### config.mk
export PLATFORM = sky130hd
export DESIGN_NAME = alu_muldiv
export DESIGN_NICKNAME = d
export VERILOG_FILES = /design/src/rtl/alu_muldiv.sv
export SDC_FILE = /design/constraint.sdc
export NUM_CORES = 2
export LEC_CHECK = 0
export BUFFER_PORTS_ARGS = -buffer_cell sky130_fd_sc_hd__buf_2
export CELL_PAD_IN_SITES_DETAIL_PLACEMENT = 1
export CELL_PAD_IN_SITES_GLOBAL_PLACEMENT = 1
export CORE_MARGIN = 2
export CORE_UTILIZATION = 25
export CTS_CLUSTER_SIZE = 14
export DETAILED_ROUTE_END_ITERATION = 6
export GPL_TIMING_DRIVEN = 1
export PLACE_DENSITY_LB_ADDON = 0.1
export RECOVER_POWER = 25
export SLEW_MARGIN = 40
export SYNTH_ARGS = -nofsm -noshare
export SYNTH_HDL_FRONTEND = slang
export SYNTH_SLANG_ARGS = --single-unit
export TNS_END_PERCENT = 10
### constraint.sdc
create_clock -name clk -period 5.4 [get_ports clk]
set_input_delay 0.54 -clock clk [delete_from_list [all_inputs] [get_ports clk]]
set_output_delay 0.54 -clock clk [all_outputs]
set_load 0.005 [all_outputs]
### src/rtl/alu_muldiv.sv
// alu_muldiv: single-cycle ALU plus iterative multiply/divide unit.
// clk/rst_n, in_valid/in_ready/flush, ALUControl/SrcA/SrcB -> out_valid/ALUResult/zero.
module alu_muldiv #(
  parameter int XLEN = 32,
  parameter int SHW  = $clog2(XLEN)
) (
  input  logic            clk,
  input  logic            rst_n,
  input  logic            in_valid,
  output logic            in_ready,
  input  logic            flush,
  input  logic [4:0]      ALUControl,
  input  logic [XLEN-1:0] SrcA,
  input  logic [XLEN-1:0] SrcB,
  output logic            out_valid,
  output logic [XLEN-1:0] ALUResult,
  output logic            zero
);

  localparam logic [4:0] OP_ADD    = 5'd0;
  localparam logic [4:0] OP_SUB    = 5'd1;
  localparam logic [4:0] OP_AND    = 5'd2;
  localparam logic [4:0] OP_OR     = 5'd3;
  localparam logic [4:0] OP_SLL    = 5'd4;
  localparam logic [4:0] OP_SLT    = 5'd5;
  localparam logic [4:0] OP_SRL    = 5'd6;
  localparam logic [4:0] OP_SRA    = 5'd7;
  localparam logic [4:0] OP_XOR    = 5'd8;
  localparam logic [4:0] OP_SLTU   = 5'd9;
  localparam logic [4:0] OP_LUI    = 5'd10;
  localparam logic [4:0] OP_MUL    = 5'd11;
  localparam logic [4:0] OP_MULH   = 5'd12;
  localparam logic [4:0] OP_MULHSU = 5'd13;
  localparam logic [4:0] OP_MULHU  = 5'd14;
  localparam logic [4:0] OP_DIV    = 5'd15;
  localparam logic [4:0] OP_DIVU   = 5'd16;
  localparam logic [4:0] OP_REM    = 5'd17;
  localparam logic [4:0] OP_REMU   = 5'd18;

  localparam logic [XLEN-1:0] MIN_NEG =
    {1'b1, {(XLEN-1){1'b0}}};

  typedef enum logic [1:0] {
    IDLE, MUL, DIV, DONE
  } state_t;

  state_t state, state_n;

  logic [SHW-1:0]    sh;
  logic              is_mul, is_div, quot;
  logic              sa_op, sb_op;
  logic              a_neg, b_neg;
  logic              div0, ovf, fast_path;
  logic              accept, last;
  logic [XLEN-1:0]   mag_a, mag_b, fast;

  logic [2*XLEN-1:0] acc, mc, acc_add, prod;
  logic [XLEN-1:0]   mp;
  logic [SHW-1:0]    cnt;
  logic [4:0]        op_q;
  logic              neg_q, neg_r, zpend;
  logic [XLEN:0]     rs, diff;
  logic [XLEN-1:0]   r_n, q_n, q_fix, r_fix;
  logic [XLEN-1:0]   mul_res, div_res;

  assign sh        = SrcB[SHW-1:0];
  assign in_ready  = (state == IDLE) ||
                     (state == DONE);
  assign out_valid = state == DONE;
  assign accept    = in_valid && in_ready && !flush;
  assign last      = cnt == SHW'(XLEN-1);

  always_comb begin
    is_mul = (ALUControl >= OP_MUL) &&
             (ALUControl <= OP_MULHU);
    is_div = (ALUControl >= OP_DIV) &&
             (ALUControl <= OP_REMU);
    quot   = (ALUControl == OP_DIV) ||
             (ALUControl == OP_DIVU);
    sa_op  = ALUControl inside
             {OP_MULH, OP_MULHSU, OP_DIV, OP_REM};
    sb_op  = ALUControl inside
             {OP_MULH, OP_DIV, OP_REM};
    a_neg  = sa_op && SrcA[XLEN-1];
    b_neg  = sb_op && SrcB[XLEN-1];
    mag_a  = a_neg ? -SrcA : SrcA;
    mag_b  = b_neg ? -SrcB : SrcB;
    div0   = SrcB == '0;
    ovf    = ((ALUControl == OP_DIV) ||
              (ALUControl == OP_REM)) &&
             (SrcA == MIN_NEG) && (SrcB == '1);
    // Only non-special mul/div ops take the iterative path.
    fast_path = !is_mul && !(is_div && !div0 && !ovf);
  end

  always_comb begin
    fast = '0;
    unique case (ALUControl)
      OP_ADD:  fast = SrcA + SrcB;
      OP_SUB:  fast = SrcA - SrcB;
      OP_AND:  fast = SrcA & SrcB;
      OP_OR:   fast = SrcA | SrcB;
      OP_SLL:  fast = SrcA << sh;
      OP_SLT:  fast = {{(XLEN-1){1'b0}},
                       $signed(SrcA) < $signed(SrcB)};
      OP_SRL:  fast = SrcA >> sh;
      OP_SRA:  fast = $signed(SrcA) >>> sh;
      OP_XOR:  fast = SrcA ^ SrcB;
      OP_SLTU: fast = {{(XLEN-1){1'b0}}, SrcA < SrcB};
      OP_LUI:  fast = SrcB << 12;
      OP_DIV, OP_DIVU, OP_REM, OP_REMU:
        fast = div0 ? (quot ? '1 : SrcA)
                    : (quot ? SrcA : '0);
      default: fast = '0;
    endcase
  end

  always_comb begin
    state_n = state;
    unique case (state)
      IDLE, DONE: begin
        state_n = IDLE;
        if (accept) begin
          if (is_mul)
            state_n = MUL;
          else if (!fast_path)
            state_n = DIV;
          else
            state_n = DONE;
        end
      end
      MUL:     if (last) state_n = DONE;
      DIV:     if (last) state_n = DONE;
      default: state_n = IDLE;
    endcase
    if (flush) state_n = IDLE;
  end

  // acc holds the product for MUL and {rem, quot} for DIV.
  always_comb begin
    acc_add = acc + (mp[0] ? mc : '0);
    prod    = neg_q ? -acc_add : acc_add;
    mul_res = (op_q == OP_MUL) ? prod[XLEN-1:0]
                               : prod[2*XLEN-1:XLEN];
    rs      = {acc[2*XLEN-1:XLEN], acc[XLEN-1]};
    diff    = rs - {1'b0, mp};
    r_n     = diff[XLEN] ? rs[XLEN-1:0]
                         : diff[XLEN-1:0];
    q_n     = {acc[XLEN-2:0], ~diff[XLEN]};
    q_fix   = neg_q ? -q_n : q_n;
    r_fix   = neg_r ? -r_n : r_n;
    div_res = ((op_q == OP_DIV) || (op_q == OP_DIVU))
              ? q_fix : r_fix;
  end

  always_ff @(posedge clk or negedge rst_n) begin
    if (!rst_n) state <= IDLE;
    else        state <= state_n;
  end

  always_ff @(posedge clk or negedge rst_n) begin
    if (!rst_n) begin
      acc       <= '0;
      mc        <= '0;
      mp        <= '0;
      cnt       <= '0;
      op_q      <= '0;
      neg_q     <= 1'b0;
      neg_r     <= 1'b0;
      zpend     <= 1'b0;
      ALUResult <= '0;
      zero      <= 1'b0;
    end else if (accept) begin
      op_q  <= ALUControl;
      zpend <= SrcA == SrcB;
      cnt   <= '0;
      neg_q <= a_neg ^ b_neg;
      neg_r <= a_neg;
      mp    <= mag_b;
      if (is_mul) begin
        acc <= '0;
        mc  <= {{XLEN{1'b0}}, mag_a};
      end else begin
        acc <= {{XLEN{1'b0}}, mag_a};
        mc  <= '0;
      end
      if (fast_path) begin
        ALUResult <= fast;
        zero      <= SrcA == SrcB;
      end
    end else if (!flush &&
                 (state == MUL || state == DIV)) begin
      cnt <= cnt + SHW'(1);
      if (state == MUL) begin
        acc <= acc_add;
        mc  <= mc << 1;
        mp  <= mp >> 1;
      end else begin
        acc <= {r_n, q_n};
      end
      if (last) begin
        ALUResult <= (state == MUL) ? mul_res : div_res;
        zero      <= zpend;
      end
    end
  end

endmodule

==> impl_metrics.ini <==
[outcome]
status = finished, violations left
violations = capacitance limit, slew limit

[yosys]
async_reset_ff_share_pct = 100
avgSynthCellArea_um2 = 7.32
synth_nets = 4535
ys_ff_latch = 208
yosysTopAreaCellShare_pct = 16.7
ys.flop_type = dfrtp_1
yosysUniqueCellTypes = 115
yosys-top-cells-area = dfrtp_1 17%, ha_1 8.1%, mux2i_1 6.3%
ys_seq_area_share_pct = 16.7
syn-instance-count = 4256
yosys_warnings = 0
synth.largest_area_cell = dfrtp_1
synth_edf_count = 0
synthesis.area_um2 = 31100

[pwr]
clkPwrFrac_pct = 12.5
comb_power_share_pct = 71.2
leakage_nw = 14.8
p_sw_mw = 9.26
p_seq_share_pct = 16.3
p_per_area_nw_per_um2 = 459
p_int_mw = 7.37
power_mw = 16.6
peakVddDrop_uv = 382
p_sw_share_pct = 55.7

[cts]
cts_tree = built
clk-insertion-delay-late_ns = 0.63
ctsHtreeMaxLevel = 1
clkTransAtPathRegs_ns = 0.07
numCtsBuffers = 30
clockRootBuffer = clkbuf_16
clock_path_buffers = 3
cts_sinks = 208

[setup_path]
critPathBufInv = 5
critical-path-max-stage-delay_ns = 0.44
crit_type = reg2reg
cp-start-kind = register
critPathSlowestCell = fa_1
crit_chain = inv_1 > ha_1 > inv_1 > fa_1 > a211oi_2 > nor3_1 > o21ai_1 > a211oi_1 > or4_1 > and2_2 > inv_2 > nor2_1 > a21oi_1 > ha_1 > buf_4 > nand3_1 > a21oi_1 > a41oi_2 > buf_4 > o21ai_0 > xnor2_1 > a211oi_1 > a221oi_1 > o31ai_1
path_delay_family = compound AO/OA/AOI/OAI gates
endpoint_kind = register
crit_fanout = 4
arrival_ns = 5.70
critPathRequiredTime_ns = 5.87

[drt]
drt_drc_violations_left = 0
drt_wl_total_um = 193000
wl_met1_um = 83700
highest_layer = met5
wl_met3_um = 9550
wl_met2_um = 90200
vias = 35468
first_pass_iters = 5
drtIter0Drc = 2747
antenna_left = 0
vias_per_cell = 5.83
wl_per_cell_um = 31.8

[sta]
worst_slack_ns = 0.170
fmax_mhz = 191
fin_crit_sh_pct = 96.8
hold_ws_ns = 0.295
final_max_slew_viol_count = 81
worstMarginPinSlew_ns = 2.50
skew_ns = 0.0370
rsz0062_at_grt = true
setup_viol = 0
finalCriticalPeriod_ns = 5.23
hold_violations = 0
fin_setup_tns_ns = 0
maxSlewHeadroom_pct = -66.8

[layout]
areaGrowthSynthToFinish_pct = 16.5
drive_above_1_share_pct = 14.3
instances_no_fill = 6083
nNetsFinal = 4698

[placed_design]
placed_cells = 6021
place_ws_ns = -0.109
dp_hpwl_um = 159000
gp_congestion = 0.970
port_buffers = 107

[global_routing]
grt_usage_pct = 29.5
grt_max_degree = 129
antenna_found_initial = 12
grt_overflow_total = 0
grt_pass1_wl_um = 273000
grt_pass1_vias = 35988

[floorplanning]
coreArea_um2 = 124000
die_area_um2 = 127000
die_y_um = 357
die_w_um = 357
initial_utilization_pct = 25.2
ios = 108
fp-row-count = 129

[job]
maxCapViolCount = 1

[min_path]
hp-class = in2reg
-- registers in the layout, indices dropped and copies added (netlist names), 2 cells and up --
name and cells:
mc 64, mp 32, op_q 5, state 2
acc 64, cnt 5, ALUResult 32
-- synth_stat cells, types with 39 or more instances --
cell / count
xnor2_1: 165
o211ai_1: 52
a21o_1: 54
mux2i_1: 197
a221oi_1: 39
or3_1: 46
nor2_1: 417
ha_1: 202
clkbuf_1: 228
nand3_1: 72
o21ai_0: 342
buf_1: 39
inv_1: 170
nor4_1: 39
o31ai_1: 51
a211oi_1: 80
a21oi_1: 373
and2_1: 93
nand4_1: 76
o22ai_1: 62
o21a_1: 51
o221ai_1: 63
xor2_1: 73
nand2_1: 359
dfrtp_1: 208
nor3_1: 90
a31oi_1: 42
a22o_1: 54
-- worst reg2reg max path, delay by kind of cell, from the launching register on --
family	cells	cell delay (ns)
buffers and inverters	5	0.60
and+or+nand+nor	5	0.95
xor gates and xnor gates	1	0.25
DFF	1	0.38
adders and majority gates	3	0.88
AOI/OAI and AO/OA	10	2.06
-- layer usage --
layer	vias to the layer above	global-route usage (%)
met5	-	0
met2	1077	49.5
met3	304	2.96
li1	16202	-
met1	17879	38.3
met4	6	12.9
-- through the flow --
stage | instance area, um^2 | utilization, %
after detailed placement | 35100 | 28.4
after CTS | 36100 | 29.2
final | 36300 | 29.3
after floorplan | 31100 | -
after global placement | 35100 | 28.4
after global routing | 36300 | 29.3
-- power by group through the flow --
stage | Clock [mW] | Combinational, mW | Sequential [mW]
2_1_floorplan | 0 | 6.72 | 2.34
3_3_place_gp | 0 | 11.5 | 2.72
3_5_place_dp | 0 | 11.5 | 2.71
4_1_cts | 2.13 | 11.5 | 2.68
5_1_grt | 2.17 | 12.6 | 2.75
6_report | 2.07 | 11.9 | 2.71
-- logic make-up (layout without fill, tap and decap cells) --
| logic type | after synthesis | after routing | share of synthesized area [%] |
|---|---|---|---|
| xor gates and xnor gates | 238 | 238 | 6.69 |
| DFF | 208 | 208 | 16.7 |
| and+or+nand+nor | 1377 | 1377 | 21.6 |
| muxes | 228 | 228 | 8.14 |
| adders and majority gates | 206 | 206 | 8.37 |
| other | 0 | 4 | 0 |
| AOI/OAI and AO/OA | 1516 | 1516 | 32.3 |
| buffers and inverters | 483 | 669 | 6.16 |
-- final cells by class --
cell class	count	area, um^2
fill	15199	87400
multi-input combinational	3565	24300
sequential	208	5210
timing repair buffer	439	3090
tap	1637	2050
clock buffer	45	868
inverter	175	657
clock inverter	10	116
antenna	4	10.0
-- cells in the final DEF (no fill, tap or decap), drive strengths merged, types with 46 or more instances in the layout --
cell type / netlist / routed
mux2i: 197 / 197
o221ai: 63 / 63
a21o: 57 / 57
a211oi: 81 / 81
nand4: 77 / 77
or3: 46 / 46
nor2: 417 / 417
xnor2: 165 / 165
buf: 78 / 437
o31ai: 53 / 53
o211ai: 52 / 52
o22ai: 62 / 62
nand2: 359 / 359
and2: 97 / 97
clkbuf: 230 / 46
nor3: 90 / 90
nand3: 72 / 72
a22o: 54 / 54
inv: 171 / 172
xor2: 73 / 73
a21oi: 376 / 376
ha: 202 / 202
o21a: 51 / 51
dfrtp: 208 / 208
o21ai: 353 / 353
-- final timing paths --
check	start	to	slack, ns	cells after the start
max in group asynchronous	rst_n	mp[15]	1.92	3
min reg2reg	op_q[3]	op_q[3]	0.50	2
min in group asynchronous	rst_n	mc[36]	0.55	2
max reg2reg	acc[31]	ALUResult[14]	0.17	24
min	SrcB[26]	mp[26]	0.30	3
max	acc[31]	ALUResult[14]	0.17	24
-- what timing repair did --
action	CTS	global route
endpoints found under the hold margin	58	0
hold buffers	1	0
resized for setup	1	33
buffers inserted	0	2
endpoints found under the setup margin	4	16
pin swaps	0	4
Power figures use the tool's default switching activity.
